File: src/rtl/uart_rx_pkg.sv
// -----------------------------------------------------------------------------
// uart_rx_pkg
// Shared definitions for the UART receive controller slice.
//   rx_state_t  : frame phase of the receive sequencer
//   samp_point  : edge index at which the sampler output is valid
//   eval_point  : edge index at which a registered checker result is read
// -----------------------------------------------------------------------------
package uart_rx_pkg;

  // Frame phases walked by the receive sequencer.
  typedef enum logic [2:0] {
    IDLE   = 3'd0,
    START  = 3'd1,
    DATA   = 3'd2,
    PARITY = 3'd3,
    STOP   = 3'd4
  } rx_state_t;

  // The sampler votes around mid-bit, so its output settles two edges
  // after the centre of the bit.
  function automatic int samp_point(input int prescale);
    return prescale / 2 + 2;
  endfunction

  // Checkers register their verdict one edge after they are enabled.
  function automatic int eval_point(input int prescale);
    return prescale / 2 + 3;
  endfunction

endpackage

File: src/rtl/uart_rx_edge_bit_cnt.sv
// -----------------------------------------------------------------------------
// uart_rx_edge_bit_cnt
// Edge/bit position counter for the UART receive controller.
// Ports:
//   Clk, Rst    : clock, asynchronous active-low reset
//   en          : advance the edge counter this cycle
//   clr         : return both counters to 0 (wins over en)
//   edge_cnt    : oversampling edge within the current bit, 0..PRESCALE-1
//   bit_cnt     : bit index within the frame
//   wrap        : edge_cnt is at its last value and advancing this cycle
// -----------------------------------------------------------------------------
module uart_rx_edge_bit_cnt #(
  parameter int PRESCALE = 8,
  parameter int EW       = $clog2(PRESCALE)
) (
  input  logic          Clk,
  input  logic          Rst,
  input  logic          en,
  input  logic          clr,
  output logic [EW-1:0] edge_cnt,
  output logic [3:0]    bit_cnt,
  output logic          wrap
);

  assign wrap = en && (edge_cnt == EW'(PRESCALE - 1));

  // A wrap closes one bit period and moves on to the next bit index.
  always_ff @(posedge Clk or negedge Rst) begin
    if (!Rst) begin
      edge_cnt <= '0;
      bit_cnt  <= '0;
    end else if (clr) begin
      edge_cnt <= '0;
      bit_cnt  <= '0;
    end else if (wrap) begin
      edge_cnt <= '0;
      bit_cnt  <= bit_cnt + 4'd1;
    end else if (en) begin
      edge_cnt <= edge_cnt + EW'(1);
    end
  end

endmodule

File: src/rtl/uart_rx_ctrl.sv
// -----------------------------------------------------------------------------
// uart_rx_ctrl
// Receive-side sequencer for the UART RX path. Detects the start edge, walks
// the frame through start/data/parity/stop and pulses the checker enables.
// Ports:
//   Clk, Rst      : clock, asynchronous active-low reset
//   rx_in         : synchronized serial line, idle high
//   par_en        : parity enable, captured when a start edge is detected
//   strt_glitch   : registered start-check verdict (1 = start bit was high)
//   par_err       : registered parity-check verdict
//   stp_err       : registered stop-check verdict
//   dat_samp_en   : sampler enable (same as busy)
//   edge_cnt      : edge index within the current bit
//   bit_cnt       : bit index within the frame (0 = start bit)
//   strt_chk_en, deser_en, par_chk_en, stp_chk_en : one-cycle phase enables
//   data_valid    : one-cycle pulse, frame accepted
//   framing_err   : one-cycle pulse, frame rejected on stop or parity
//   busy          : a frame is in progress
// -----------------------------------------------------------------------------
module uart_rx_ctrl
  import uart_rx_pkg::*;
#(
  parameter int PRESCALE   = 8,
  parameter int DATA_WIDTH = 8,
  parameter int EW         = $clog2(PRESCALE)
) (
  input  logic          Clk,
  input  logic          Rst,
  input  logic          rx_in,
  input  logic          par_en,
  input  logic          strt_glitch,
  input  logic          par_err,
  input  logic          stp_err,
  output logic          dat_samp_en,
  output logic [EW-1:0] edge_cnt,
  output logic [3:0]    bit_cnt,
  output logic          strt_chk_en,
  output logic          deser_en,
  output logic          par_chk_en,
  output logic          stp_chk_en,
  output logic          data_valid,
  output logic          framing_err,
  output logic          busy
);

  localparam int SAMP = samp_point(PRESCALE);
  localparam int EVAL = eval_point(PRESCALE);

  rx_state_t state_q, state_d;

  logic rx_q;
  logic par_en_q, par_en_d;
  logic par_flag_q, par_flag_d;
  logic detect, cnt_en, cnt_clr, wrap;
  logic pre_samp, at_eval;
  logic strt_chk_d, deser_d, par_chk_d, stp_chk_d;
  logic data_valid_d, framing_err_d, busy_d;

  uart_rx_edge_bit_cnt #(
    .PRESCALE (PRESCALE),
    .EW       (EW)
  ) u_cnt (
    .Clk      (Clk),
    .Rst      (Rst),
    .en       (cnt_en),
    .clr      (cnt_clr),
    .edge_cnt (edge_cnt),
    .bit_cnt  (bit_cnt),
    .wrap     (wrap)
  );

  // Only a genuine high-to-low transition starts a frame, so a line stuck
  // low after a bad frame cannot retrigger.
  assign detect   = (state_q == IDLE) && rx_q && !rx_in;
  assign cnt_en   = (state_q != IDLE) || detect;
  assign at_eval  = (edge_cnt == EW'(EVAL));
  // Enables are registered, so they are decided one edge ahead of SAMP.
  assign pre_samp = (edge_cnt == EW'(SAMP - 1));

  assign dat_samp_en = busy;

  // Next-state logic and registered-output inputs. At EVAL the start and
  // stop decisions take priority over the end-of-bit wrap, which lands on
  // the same edge when PRESCALE is 8.
  always_comb begin
    state_d       = state_q;
    par_en_d      = par_en_q;
    par_flag_d    = par_flag_q;
    cnt_clr       = 1'b0;
    data_valid_d  = 1'b0;
    framing_err_d = 1'b0;
    case (state_q)
      IDLE: begin
        if (detect) begin
          state_d    = START;
          par_en_d   = par_en;
          par_flag_d = 1'b0;
        end
      end
      START: begin
        if (at_eval && strt_glitch) begin
          state_d = IDLE;
          cnt_clr = 1'b1;
        end else if (wrap) begin
          state_d = DATA;
        end
      end
      DATA: begin
        if (wrap && (bit_cnt == 4'(DATA_WIDTH))) begin
          state_d = par_en_q ? PARITY : STOP;
        end
      end
      PARITY: begin
        if (at_eval) begin
          par_flag_d = par_err;
        end
        if (wrap) begin
          state_d = STOP;
        end
      end
      STOP: begin
        if (at_eval) begin
          state_d    = IDLE;
          cnt_clr    = 1'b1;
          par_flag_d = 1'b0;
          if (!stp_err && !par_flag_q) begin
            data_valid_d = 1'b1;
          end else begin
            framing_err_d = 1'b1;
          end
        end
      end
      default: begin
        state_d = IDLE;
        cnt_clr = 1'b1;
      end
    endcase
    strt_chk_d = (state_q == START)  && pre_samp;
    deser_d    = (state_q == DATA)   && pre_samp;
    par_chk_d  = (state_q == PARITY) && pre_samp;
    stp_chk_d  = (state_q == STOP)   && pre_samp;
    busy_d     = (state_d != IDLE);
  end

  // State, line history, frame-scoped flags and all registered outputs.
  always_ff @(posedge Clk or negedge Rst) begin
    if (!Rst) begin
      state_q     <= IDLE;
      rx_q        <= 1'b1;
      par_en_q    <= 1'b0;
      par_flag_q  <= 1'b0;
      strt_chk_en <= 1'b0;
      deser_en    <= 1'b0;
      par_chk_en  <= 1'b0;
      stp_chk_en  <= 1'b0;
      data_valid  <= 1'b0;
      framing_err <= 1'b0;
      busy        <= 1'b0;
    end else begin
      state_q     <= state_d;
      rx_q        <= rx_in;
      par_en_q    <= par_en_d;
      par_flag_q  <= par_flag_d;
      strt_chk_en <= strt_chk_d;
      deser_en    <= deser_d;
      par_chk_en  <= par_chk_d;
      stp_chk_en  <= stp_chk_d;
      data_valid  <= data_valid_d;
      framing_err <= framing_err_d;
      busy        <= busy_d;
    end
  end

endmodule

File: config.mk
export PLATFORM = sky130hd
export DESIGN_NAME = uart_rx_ctrl
export DESIGN_NICKNAME = d
export VERILOG_FILES = /design/src/rtl/uart_rx_pkg.sv /design/src/rtl/uart_rx_edge_bit_cnt.sv /design/src/rtl/uart_rx_ctrl.sv
export SDC_FILE = /design/constraint.sdc
export NUM_CORES = 1
export LEC_CHECK = 0
export ABC_AREA = 1
export BUFFER_PORTS_ARGS = -buffer_cell sky130_fd_sc_hd__buf_2
export CORE_ASPECT_RATIO = 0.8
export CORE_UTILIZATION = 45
export DETAILED_ROUTE_END_ITERATION = 8
export PLACE_DENSITY = 0.79
export REMOVE_ABC_BUFFERS = 1
export SLEW_MARGIN = 20
export SYNTH_ARGS = -nofsm -noshare
export SYNTH_HDL_FRONTEND = slang
export SYNTH_SLANG_ARGS = --single-unit
export TNS_END_PERCENT = 1
File: constraint.sdc
create_clock -name Clk -period 2.5 [get_ports Clk]
set_clock_uncertainty 0.1 [all_clocks]
set_input_delay 0.25 -clock Clk [delete_from_list [all_inputs] [get_ports Clk]]
set_output_delay 0.25 -clock Clk [all_outputs]
set_load 0.01 [all_outputs]
==> results of run 1 <==
## cell type report
class	instances	area, sq um
clock buffer	4	36.28
fill	183	799.5
inverter	17	63.81
multi-input combinational	78	422.9
sequential	20	501.7
tap	24	30.03
timing repair buffer	23	125.1
## critical path: stages, from the launching register on
cell	delay, ns
dfrtp_1	0.45
ha_1	0.23
ha_1	0.31
nand3_2	0.14
o21ai_1	0.08
nor2_2	0.25
nand2_2	0.13
o21ai_1	0.14
## power breakdown
part	switching [mW]	leakage, nW	total (mW)	internal (mW)
Clock	0.101	0.0210	0.190	0.0889
Combinational	0.312	0.368	0.503	0.191
Sequential	0.0810	0.259	0.490	0.409
Total	0.494	0.648	1.18	0.690
## routing by layer
| layer | vias to the layer above | GRT usage, % |
|---|---|---|
| met5 | - | 0 |
| met4 | 0 | 3.077 |
| met3 | 2 | 6.529 |
| met1 | 406 | 24.72 |
| met2 | 26 | 33.73 |
| li1 | 425 | - |
## how the worst max path moves through the flow
stage / depth (start not counted) / slack (ns) / start / to
final: 7 / 0.60 / u_cnt.edge_cnt[0] / u_cnt.edge_cnt[2]
after global placement: 7 / 0.71 / u_cnt.edge_cnt[0] / u_cnt.edge_cnt[2]
after global routing: 7 / 0.48 / u_cnt.edge_cnt[0] / u_cnt.bit_cnt[1]
after floorplan: 9 / 0.84 / u_cnt.edge_cnt[0] / busy
after detailed placement: 7 / 0.63 / u_cnt.edge_cnt[0] / u_cnt.edge_cnt[2]
after CTS: 7 / 0.60 / u_cnt.edge_cnt[0] / u_cnt.edge_cnt[2]
## flip-flops by register name (all words and copies together), names as in the netlist
| name | flops |
|---|---|
| u_cnt.bit_cnt | 4 |
| state_q | 3 |
| u_cnt.edge_cnt | 3 |
| busy | 1 |
| data_valid | 1 |
| deser_en | 1 |
| framing_err | 1 |
| par_chk_en | 1 |
| par_en_q | 1 |
| par_flag_q | 1 |
| rx_q | 1 |
| stp_chk_en | 1 |
| strt_chk_en | 1 |
## logic make-up (layout without fill, tap and decap cells)
logic type	count (synthesis)	after routing	synth area share, %
AND/OR/NAND/NOR	59	59	28.64
flip-flops	20	20	50.38
buffers and inverters	18	44	7.161
AO/OA/AOI/OAI	13	13	6.659
adder cells (fa/ha/maj)	5	5	6.281
XOR/XNOR	1	1	0.8796
## cells in the mapped netlist (2+ instances only)
cell | n | area [sq um]
a21oi_1 | 2 | 10.01
dfrtp_1 | 19 | 475.5
ha_1 | 5 | 62.56
inv_1 | 14 | 52.55
inv_2 | 3 | 11.26
nand2_1 | 19 | 71.32
nand2_2 | 2 | 12.51
nand3_1 | 6 | 30.03
nand3_2 | 2 | 20.02
nand4_1 | 2 | 12.51
nor2_1 | 22 | 82.58
nor3_1 | 2 | 10.01
o21ai_0 | 4 | 20.02
o21ai_1 | 6 | 30.03
## timing repair
action | CTS | global route
resized for setup | 0 | 0
hold buffers | 2 | 0
endpoints found under the hold margin | 20 | 0
==> impl_results.md, run 1 <==
* Outcome: finished, final reports clean
* Post-DP HPWL at 1545 um
* Setup CP Type: register to register
* Total Routing Usage GR at 19.84%
* DRT iter0 DRCs at 17
* N_diodes at 0
* Clock Tree Root: clkbuf_4
* FF-to-FF End: u_cnt.edge_cnt[2]
* Starting Density at 50.32%
* Routed length on met2 at 1040 um
* CTS clk-pin slew, worst paths at 0.12 ns
* Fin. max-slew vios at 0
* RSZ-0062 raised after global routing: false
* Die extent in y at 44.08 um
* CP Data Required Time at 2.64 ns
* Slack of the worst reg-to-reg path at 0.60 ns
* Rows at 14
* Synth Instances at 116
* Antenna-violating nets left at 0
* Period utilization at 75.96%
* Hold Path End: data_valid
* Ys async rst share at 100.0%
* Global route overflow at 0
* I/O pins at 22
* EDFF count, synth at 0
* Drt wl/cell at 12.29 um
* Critical path endpoint category: register
* Worst Hold Class: input pin to register
* Total CTS buffers at 3
* Routed met3 length at 104 um
* Via Count at 859
* Vias in the first global route at 785
* RePlAce Congestion at 0.9364
* PwrDens at 1003 mW/mm^2
* Arrival @ worst endpoint at 2.04 ns
* Area Overhead vs Synth at 18.47%
* WL met1 at 884 um
* Hold Fails Final Rpt at 0
* CTS tree: yes
* Die area at 0.002407 sq mm
* Final Power at 1.184 mW
* Via density per instance at 5.175
* Uppermost layer routed: met4
* Dpl ws at 0.6279 ns
* Startpoint Class: register
* Finished Cell Area at 0.001180 sq mm
* Sequential-to-total area share from yosys stat at 50.38%
* Reg2reg start: u_cnt.edge_cnt[0]
* Skew-Pair Late Insertion Delay at 0.31 ns
* DR DRC count at 0
* Hold path start: stp_err
* Clock sink count at 20
* Pleak at 0.6479 nW
* WL final at 2040 um
* Top FF cell, synth: dfrtp_1
* First-pass GRT wire length at 3415 um
* YS warnings at 0
* Die width at 54.60 um
* # port buffers at 21
* Synth unique cells at 22
* DP Cell Count at 160
* Final core utilization at 59.61%
* Layout Nets at 155
* Avg Inst Size Synth at 8.586 sq um
* Setup_tns at 0 ns
* Number of setup buffers added after CTS at 0
* Worst IR drop on VDD at 0.6251 mV
* Setup violations, final at 0
* Setup WS post-layout at 0.6010 ns
* Core Area at 0.001979 sq mm
* Worst-path maximum fanout at 7
* Layout Cells excl Fill at 166
* Final Critical Period at 1.899 ns
* Leading cell type in the layout, fill and taps excluded: nor2_1
* Most frequent cells in the layout: 22 x nor2_1, 21 x buf_2, 19 x nand2_1, 19 x dfrtp_1, 14 x inv_1
* DRT Pass-1 Iters at 4
* Initial antenna violation count at 0
* Clock H-tree levels at 1
* Hold depth at 2
* Post-Syn Area at 996.0 sq um
* Largest net degree at the start of global routing at 21
* Highest clock rate at 526.6 MHz
* Max-Cap Viols at 0
* R2R depth at 7
* Layout cell share with drive strength beyond 1 at 26.06%
* Worst hold slack at 0.01423 ns
* Post-DP Area at 0.001124 sq mm
* Worst-Margin Slew at 0.4500 ns
* Synth Register Bits at 20
* Slew margin rel. at 70.00%
* Longest Clk Path Bufs at 2
(Power assumes the default switching activity.)
==> run 2, diff against run 1 <==
--- a/config.mk
+++ b/config.mk
@@ -5,12 +5,12 @@
 export SDC_FILE = /design/constraint.sdc
 export NUM_CORES = 1
 export LEC_CHECK = 0
-export ABC_AREA = 1
+export ABC_AREA = 0
 export BUFFER_PORTS_ARGS = -buffer_cell sky130_fd_sc_hd__buf_2
 export CORE_ASPECT_RATIO = 0.8
 export CORE_UTILIZATION = 45
 export DETAILED_ROUTE_END_ITERATION = 8
-export PLACE_DENSITY = 0.79
+export PLACE_DENSITY = 0.78
 export REMOVE_ABC_BUFFERS = 1
 export SLEW_MARGIN = 20
 export SYNTH_ARGS = -nofsm -noshare
==> constraint.sdc (replaced) <==
create_clock -name Clk -period 1.9 [get_ports Clk]
set_clock_uncertainty 0.1 [all_clocks]
set_input_delay 0.19 -clock Clk [delete_from_list [all_inputs] [get_ports Clk]]
set_output_delay 0.19 -clock Clk [all_outputs]
set_load 0.01 [all_outputs]
==> impl_results.md, run 2 <==
* Outcome: finished, final reports clean (unchanged)
* Total CTS buffers at 3 (unchanged)
* Top-count cell post-synth: dfrtp_1 (was nor2_1)
* Layout Cells excl Fill at 170 (was 166)
* Vias in the first global route at 859 (was 785)
* Die width at 58.21 um (was 54.60 um)
* Largest net degree at the start of global routing at 21 (unchanged)
* R2R depth at 5 (was 7)
* Final Power at 1.600 mW (was 1.184 mW)
* Combinational power share at 43.4% (was 42.5%)
* Pleak at 0.6323 nW (was 0.6479 nW)
* Worst-Margin Slew at 0.4762 ns (was 0.4500 ns)
* Synth area leaders: dfrtp_1 42%, ha_1 5.5%, nand4b_1 4.6%, nand4_1 3.3%, a21oi_1 2.6% (was dfrtp_1 48%, nor2_1 8.3%, nand2_1 7.2%, ha_1 6.3%, inv_1 5.3%)
* Starting Density at 50.08% (was 50.32%)
* YS warnings at 0 (unchanged)
* Slowest stage cell, crit path: dfrtp_1 (unchanged)
* Most frequent cells in the layout: 21 x buf_2, 19 x dfrtp_1, 7 x buf_4 (was 22 x nor2_1, 21 x buf_2, 19 x nand2_1, 19 x dfrtp_1, 14 x inv_1)
* Max-Cap Viols at 0 (unchanged)
* Hold depth at 4 (was 2)
* Top FF cell, synth: dfrtp_1 (unchanged)
* I/O pins at 22 (unchanged)
* Global route overflow at 0 (unchanged)
* Dpl ws at 0.0004804 ns (was 0.6279 ns)
* DP Cell Count at 162 (was 160)
* Final core utilization at 59.72% (was 59.61%)
* Via density per instance at 5.488 (was 5.175)
* Top cell type's share of synthesized area at 41.80% (was 47.74%)
* Hold path start: strt_glitch (was stp_err)
* RePlAce Congestion at 0.8279 (was 0.9364)
* Clock Tree Root: clkbuf_4 (unchanged)
* CP top delay family: adder cells (unchanged)
* Synth Register Bits at 20 (unchanged)
* WL final at 2383 um (was 2040 um)
* Crit path buf inv count at 0 (unchanged)
* Layout cell share with drive strength beyond 1 at 28.68% (was 26.06%)
* Setup_tns at 0 ns (unchanged)
* Die extent in y at 46.97 um (was 44.08 um)
* Setup WS post-layout at 0.1519 ns (was 0.6010 ns)
* FF-to-FF End: u_cnt.edge_cnt[1] (was u_cnt.edge_cnt[2])
* EDFF count, synth at 0 (unchanged)
* Top Registers: u_cnt.bit_cnt x4, state_q x3, u_cnt.edge_cnt x3 (unchanged)
* Post-DP Area at 0.001287 sq mm (was 0.001124 sq mm)
* N_diodes at 0 (unchanged)
* Setup CP Type: register to register (unchanged)
* Worst IR drop on VDD at 0.6248 mV (was 0.6251 mV)
* Switching pwr at 637.3 uW (was 494.2 uW)
* Worst hold slack at 0.1559 ns (was 0.01423 ns)
* DRT iter0 DRCs at 12 (was 17)
* Max stage delay on crit path at 0.41 ns (was 0.45 ns)
* Setup violations, final at 0 (unchanged)
* Clock H-tree levels at 1 (unchanged)
* Skew-Pair Late Insertion Delay at 0.30 ns (was 0.31 ns)
* Startpoint Class: register (unchanged)
* Slew margin rel. at 68.25% (was 70.00%)
* Reg2reg start: u_cnt.edge_cnt[1] (was u_cnt.edge_cnt[0])
* Critical path endpoint category: register (unchanged)
* Post-DP HPWL at 1766 um (was 1545 um)
* CTS tree: yes (unchanged)
* Finished Cell Area at 0.001356 sq mm (was 0.001180 sq mm)
* Worst Hold Class: input pin to register (unchanged)
* PwrDens at 1180 mW/mm^2 (was 1003 mW/mm^2)
* Hold Path End: state_q[1] (was data_valid)
* Period utilization at 92.01% (was 75.96%)
* Core Area at 0.002271 sq mm (was 0.001979 sq mm)
* Leading area contributor after synthesis: dfrtp_1 (unchanged)
* Slack of the worst reg-to-reg path at 0.15 ns (was 0.60 ns)
* Register share of total power at 43.5% (was 41.4%)
* First-pass GRT wire length at 3953 um (was 3415 um)
* Internal power at 962.9 uW (was 689.6 uW)
* Number of setup buffers added after CTS at 0 (unchanged)
* Fin. max-slew vios at 0 (unchanged)
* Leading cell type in the layout, fill and taps excluded: buf_2 (was nor2_1)
* CP Cell Sequence: ha_1 > ha_2 > nand4b_1 > nand3_1 > a211oi_1 (was ha_1 > ha_1 > nand3_2 > o21ai_1 > nor2_2 > nand2_2 > o21ai_1)
* Initial antenna violation count at 0 (unchanged)
* Die area at 0.002734 sq mm (was 0.002407 sq mm)
* Avg Inst Size Synth at 10.53 sq um (was 8.586 sq um)
* Sequential-to-total area share from yosys stat at 44.11% (was 50.38%)
* # port buffers at 21 (unchanged)
* Max reg flops at 4 (unchanged)
* Highest clock rate at 572.0 MHz (was 526.6 MHz)
* Ys async rst share at 100.0% (unchanged)
* Switching share of power at 39.83% (was 41.75%)
* Post-Syn Area at 0.001137 sq mm (was 996.0 sq um)
* Synth Instances at 108 (was 116)
* Synth unique cells at 41 (was 22)
* Arrival @ worst endpoint at 1.87 ns (was 2.04 ns)
* Layout Nets at 149 (was 155)
* Clock power frac at 13.2% (was 16.1%)
* Worst-path maximum fanout at 13 (was 7)
* Drt wl/cell at 14.02 um (was 12.29 um)
* Clock sink count at 20 (unchanged)
* Antenna-violating nets left at 0 (unchanged)
* Largest reg by FF count: u_cnt.bit_cnt (unchanged)
* Fillers at 209 (was 183)
* Final Critical Period at 1.748 ns (was 1.899 ns)
* Top post-synthesis cells by count: 19 x dfrtp_1, 6 x a21oi_1, 6 x nand4_1, 6 x nand4b_1 (was 22 x nor2_1, 19 x dfrtp_1, 19 x nand2_1)
* Total Routing Usage GR at 19.81% (was 19.84%)
* Rows at 15 (was 14)
* Longest Clk Path Bufs at 2 (unchanged)
* Hold Fails Final Rpt at 0 (unchanged)
* CTS clk-pin slew, worst paths at 0.12 ns (about the same)
* CP Data Required Time at 2.02 ns (was 2.64 ns)
* DRT Pass-1 Iters at 4 (unchanged)
* DR DRC count at 0 (unchanged)
* Area Overhead vs Synth at 19.25% (was 18.47%)
* Via Count at 933 (was 859)
* RSZ-0062 raised after global routing: false (unchanged)
run 2: changes by cell type after synthesis, sizes merged, moves of 3 or more:
| cell | previous run | this run |
|---|---|---|
| nand2 | 22 | 4 |
| nor2 | 24 | 5 |
| inv | 17 | 5 |
| o21ai | 10 | 6 |
| mux2i | 0 | 3 |
| buf | 1 | 7 |
| a21oi | 2 | 6 |
| nor4b | 0 | 4 |
| nand4 | 2 | 6 |
| nand4b | 0 | 6 |
| nand3 | 9 | 5 |
run 2: cells by family (layout without fill, tap and decap cells):
| logic type | count (synthesis) | count (layout) | share of synthesized area, % |
|---|---|---|---|
| simple gates | 43 | 43 | 26.73 |
| compound gates | 23 | 23 | 13.97 |
| flops | 20 | 20 | 44.12 |
| buf+inv | 13 | 41 | 6.050 |
| fa+ha+maj | 5 | 5 | 5.501 |
| mux | 4 | 4 | 3.630 |
run 2: how the worst max path moves through the flow:
stage | startpoint | end | slack (ns) | cells after the start
2_1_floorplan | u_cnt.edge_cnt[0] | u_cnt.edge_cnt[1] | 0.1 | 5
3_3_place_gp | u_cnt.edge_cnt[0] | u_cnt.edge_cnt[1] | 0.15 | 5
3_5_place_dp | u_cnt.edge_cnt[1] | u_cnt.bit_cnt[0] | 0.0005 | 5
4_1_cts | u_cnt.edge_cnt[1] | u_cnt.edge_cnt[1] | 0.12 | 5
5_1_grt | u_cnt.edge_cnt[0] | u_cnt.edge_cnt[1] | 0.02 | 5
6_report | u_cnt.edge_cnt[1] | u_cnt.edge_cnt[1] | 0.15 | 5
run 2: metal layers:
metal	GRT usage, %	wire length [um]	up-vias
met4	3.333	10	0
met1	25.43	1165	446
met2	34.25	1108	25
met5	0	0	-
li1	-	-	460
met3	6.061	100	2
run 2: layout make-up:
type                    instances  area, sq um  area share, %
multi-input cells              75        569.3          41.97
flip-flops and latches         20        501.7          36.99
repair buffers                 32        197.7          14.58
well taps                      34        42.54          3.137
clock buffers                   4        26.28          1.937
inverters                       5        18.77          1.384
run 2: power groups by stage:
stage          clock, mW  sequential (mW)  combinational [mW]
3_5_place_dp           0            0.703               0.680
4_1_cts            0.218            0.694               0.695
2_1_floorplan          0            0.735               0.378
5_1_grt            0.236            0.720               0.774
6_report           0.211            0.696               0.694
3_3_place_gp           0            0.696               0.669
run 2: worst min-delay path, stage by stage:
cell      delay, ns
buf_2          0.10
nor4bb_1       0.05
a21oi_1        0.10
a21oi_1        0.07
run 2: timing repair:
item | 4_1_cts | 5_1_grt
resized for setup | 1 | 0
endpoints found under the setup margin | 3 | 0
hold buffers | 4 | 0
hold endpoints to repair | 22 | 0
==> run 3, diff against run 2 <==
--- a/config.mk
+++ b/config.mk
@@ -7,8 +7,8 @@
 export LEC_CHECK = 0
 export ABC_AREA = 0
 export BUFFER_PORTS_ARGS = -buffer_cell sky130_fd_sc_hd__buf_2
-export CORE_ASPECT_RATIO = 0.8
 export CORE_UTILIZATION = 45
+export CTS_CLUSTER_DIAMETER = 150
 export DETAILED_ROUTE_END_ITERATION = 8
 export PLACE_DENSITY = 0.78
 export REMOVE_ABC_BUFFERS = 1
==> impl_results.md, run 3 (synthesis results as in run 2) <==
* PwrDens at 1187 mW/mm^2 (was 1180 mW/mm^2)
* Worst Hold Class: input pin to register (unchanged)
* Setup violations, final at 0 (unchanged)
* Number of setup buffers added after CTS at 0 (unchanged)
* CTS tree: yes (unchanged)
* DRT iter0 DRCs at 19 (was 12)
* Setup WS post-layout at 0.1578 ns (was 0.1519 ns)
* Most frequent cells in the layout: 21 x buf_2, 19 x dfrtp_1, 8 x buf_4 (was 21 x buf_2, 19 x dfrtp_1, 7 x buf_4)
* Final Power at 1.611 mW (was 1.600 mW)
* Layout cell share with drive strength beyond 1 at 29.20% (was 28.68%)
* RePlAce Congestion at 0.8836 (was 0.8279)
* DR DRC count at 0 (unchanged)
* Critical path endpoint category: register (unchanged)
* Setup CP Type: register to register (unchanged)
* Switching share of power at 39.95% (was 39.83%)
* Arrival @ worst endpoint at 1.86 ns (was 1.87 ns)
* Hold depth at 4 (unchanged)
* First-pass GRT wire length at 4229 um (was 3953 um)
* Leading cell type in the layout, fill and taps excluded: buf_2 (unchanged)
* WL final at 2475 um (was 2383 um)
* Post-DP HPWL at 1752 um (was 1766 um)
* Total Routing Usage GR at 21.25% (was 19.81%)
* Period utilization at 91.69% (was 92.01%)
* Final Critical Period at 1.742 ns (was 1.748 ns)
* Die extent in y at 52.28 um (was 46.97 um)
* Worst-path maximum fanout at 11 (was 13)
* CP Data Required Time at 2.02 ns (about the same)
* Skew-Pair Late Insertion Delay at 0.31 ns (was 0.30 ns)
* Slack of the worst reg-to-reg path at 0.16 ns (was 0.15 ns)
* Register share of total power at 43.1% (was 43.5%)
* Dpl ws at 0.08862 ns (was 0.0004804 ns)
* Layout Nets at 150 (was 149)
* Clock sink count at 20 (unchanged)
* Pleak at 0.6377 nW (was 0.6323 nW)
* Reg2reg start: u_cnt.edge_cnt[0] (was u_cnt.edge_cnt[1])
* Die width at 52.28 um (was 58.21 um)
* Area Overhead vs Synth at 19.25% (unchanged)
* Via Count at 966 (was 933)
* DP Cell Count at 157 (was 162)
* # port buffers at 21 (unchanged)
* Via density per instance at 5.855 (was 5.488)
* Hold Fails Final Rpt at 0 (unchanged)
* Fin. max-slew vios at 0 (unchanged)
* I/O pins at 22 (unchanged)
* Worst IR drop on VDD at 0.7515 mV (was 0.6248 mV)
* Outcome: finished, final reports clean (unchanged)
* Largest reg by FF count: u_cnt.bit_cnt (unchanged)
* Core Area at 0.002297 sq mm (was 0.002271 sq mm)
* Rows at 17 (was 15)
* DRT Pass-1 Iters at 4 (unchanged)
* Die area at 0.002733 sq mm (was 0.002734 sq mm)
* Top Registers: u_cnt.bit_cnt x4, state_q x3, u_cnt.edge_cnt x3 (unchanged)
* Drt wl/cell at 15.00 um (was 14.02 um)
* Grt met2 use at 34.40% (was 34.25%)
* Switching pwr at 643.4 uW (was 637.3 uW)
* Clock power frac at 13.2% (about the same)
* Internal power at 967.2 uW (was 962.9 uW)
* Setup_tns at 0 ns (unchanged)
* Worst setup path startpoint: u_cnt.edge_cnt[0] (was u_cnt.edge_cnt[1])
* RSZ-0062 raised after global routing: false (unchanged)
* Startpoint Class: register (unchanged)
* Highest clock rate at 574.0 MHz (was 572.0 MHz)
* Hold path start: strt_glitch (unchanged)
* Layout Cells excl Fill at 165 (was 170)
* GRT busiest layer: met2 (unchanged)
* Longest Clk Path Bufs at 2 (unchanged)
* Met1 GRT Util at 27.75% (was 25.43%)
* Clock Tree Root: clkbuf_4 (unchanged)
* Worst-Margin Slew at 0.4688 ns (was 0.4762 ns)
* Global route overflow at 0 (unchanged)
* Clock H-tree levels at 1 (unchanged)
* Max reg flops at 4 (unchanged)
* GR Util met3 at 4.348% (was 6.061%)
* R2R depth at 5 (unchanged)
* Antenna-violating nets left at 0 (unchanged)
* Largest net degree at the start of global routing at 21 (unchanged)
* Initial antenna violation count at 0 (unchanged)
* Starting Density at 49.51% (was 50.08%)
* Vias in the first global route at 911 (was 859)
* Total CTS buffers at 3 (unchanged)
* CTS clk-pin slew, worst paths at 0.11 ns (was 0.12 ns)
* Combinational power share at 43.7% (was 43.4%)
* Max-Cap Viols at 0 (unchanged)
* Slew margin rel. at 68.75% (was 68.25%)
* N_diodes at 0 (unchanged)
[run 3: changes by cell type in the layout (fill, tap and decap cells not counted), sizes merged]
cell / before / now
buf: 28 / 29
[run 3: what timing repair did]
action | 4_1_cts | 5_1_grt
hold buffers | 4 | 0
resized for setup | 0 | 1
endpoints found under the setup margin | 0 | 6
endpoints found under the hold margin | 22 | 0
[run 3: area by class of cell]
class	count	area, sq um
repair buffers	33	205.2
multi-input cells	75	569.3
inverters	5	18.77
flip-flops and latches	20	501.7
well taps	28	35.03
fillers	205	940.9
clock buffers	4	26.28
[run 3: final timing paths]
check	endpoint
min	state_q[1]
min in group asynchronous	framing_err
max in group asynchronous	rx_q
max reg2reg	u_cnt.edge_cnt[1]
max	u_cnt.edge_cnt[1]
min reg2reg	data_valid
[run 3: through the flow]
stage	hold slack (ns)	cell area, sq um	util (%)
CTS	0.1403	1354	58.93
global route	0.1541	1356	59.04
floorplan	-0.2056	1087	-
finish	0.1570	1356	59.04
global placement	0.05828	1287	56.05
detailed placement	0.06793	1287	56.05
[run 3: per-layer routing]
layer | up-vias | wire length (um)
met4 | 0 | 34
met1 | 467 | 1137
li1 | 464 | -
met5 | - | 0
met2 | 30 | 1191
met3 | 5 | 112
[run 3: power groups by stage]
stage / registers [mW] / logic [mW] / clock network, mW
after detailed placement: 0.702 / 0.690 / 0
final: 0.694 / 0.704 / 0.213
after floorplan: 0.735 / 0.378 / 0
after global placement: 0.691 / 0.674 / 0
after CTS: 0.692 / 0.704 / 0.223
after global routing: 0.716 / 0.784 / 0.247
[run 3: worst max-delay path: stages, from the launching register on]
cell and delay (ns):
dfrtp_1 0.41, ha_1 0.21, ha_2 0.25, nand4b_1 0.27
nand3_1 0.18, a211oi_1 0.23
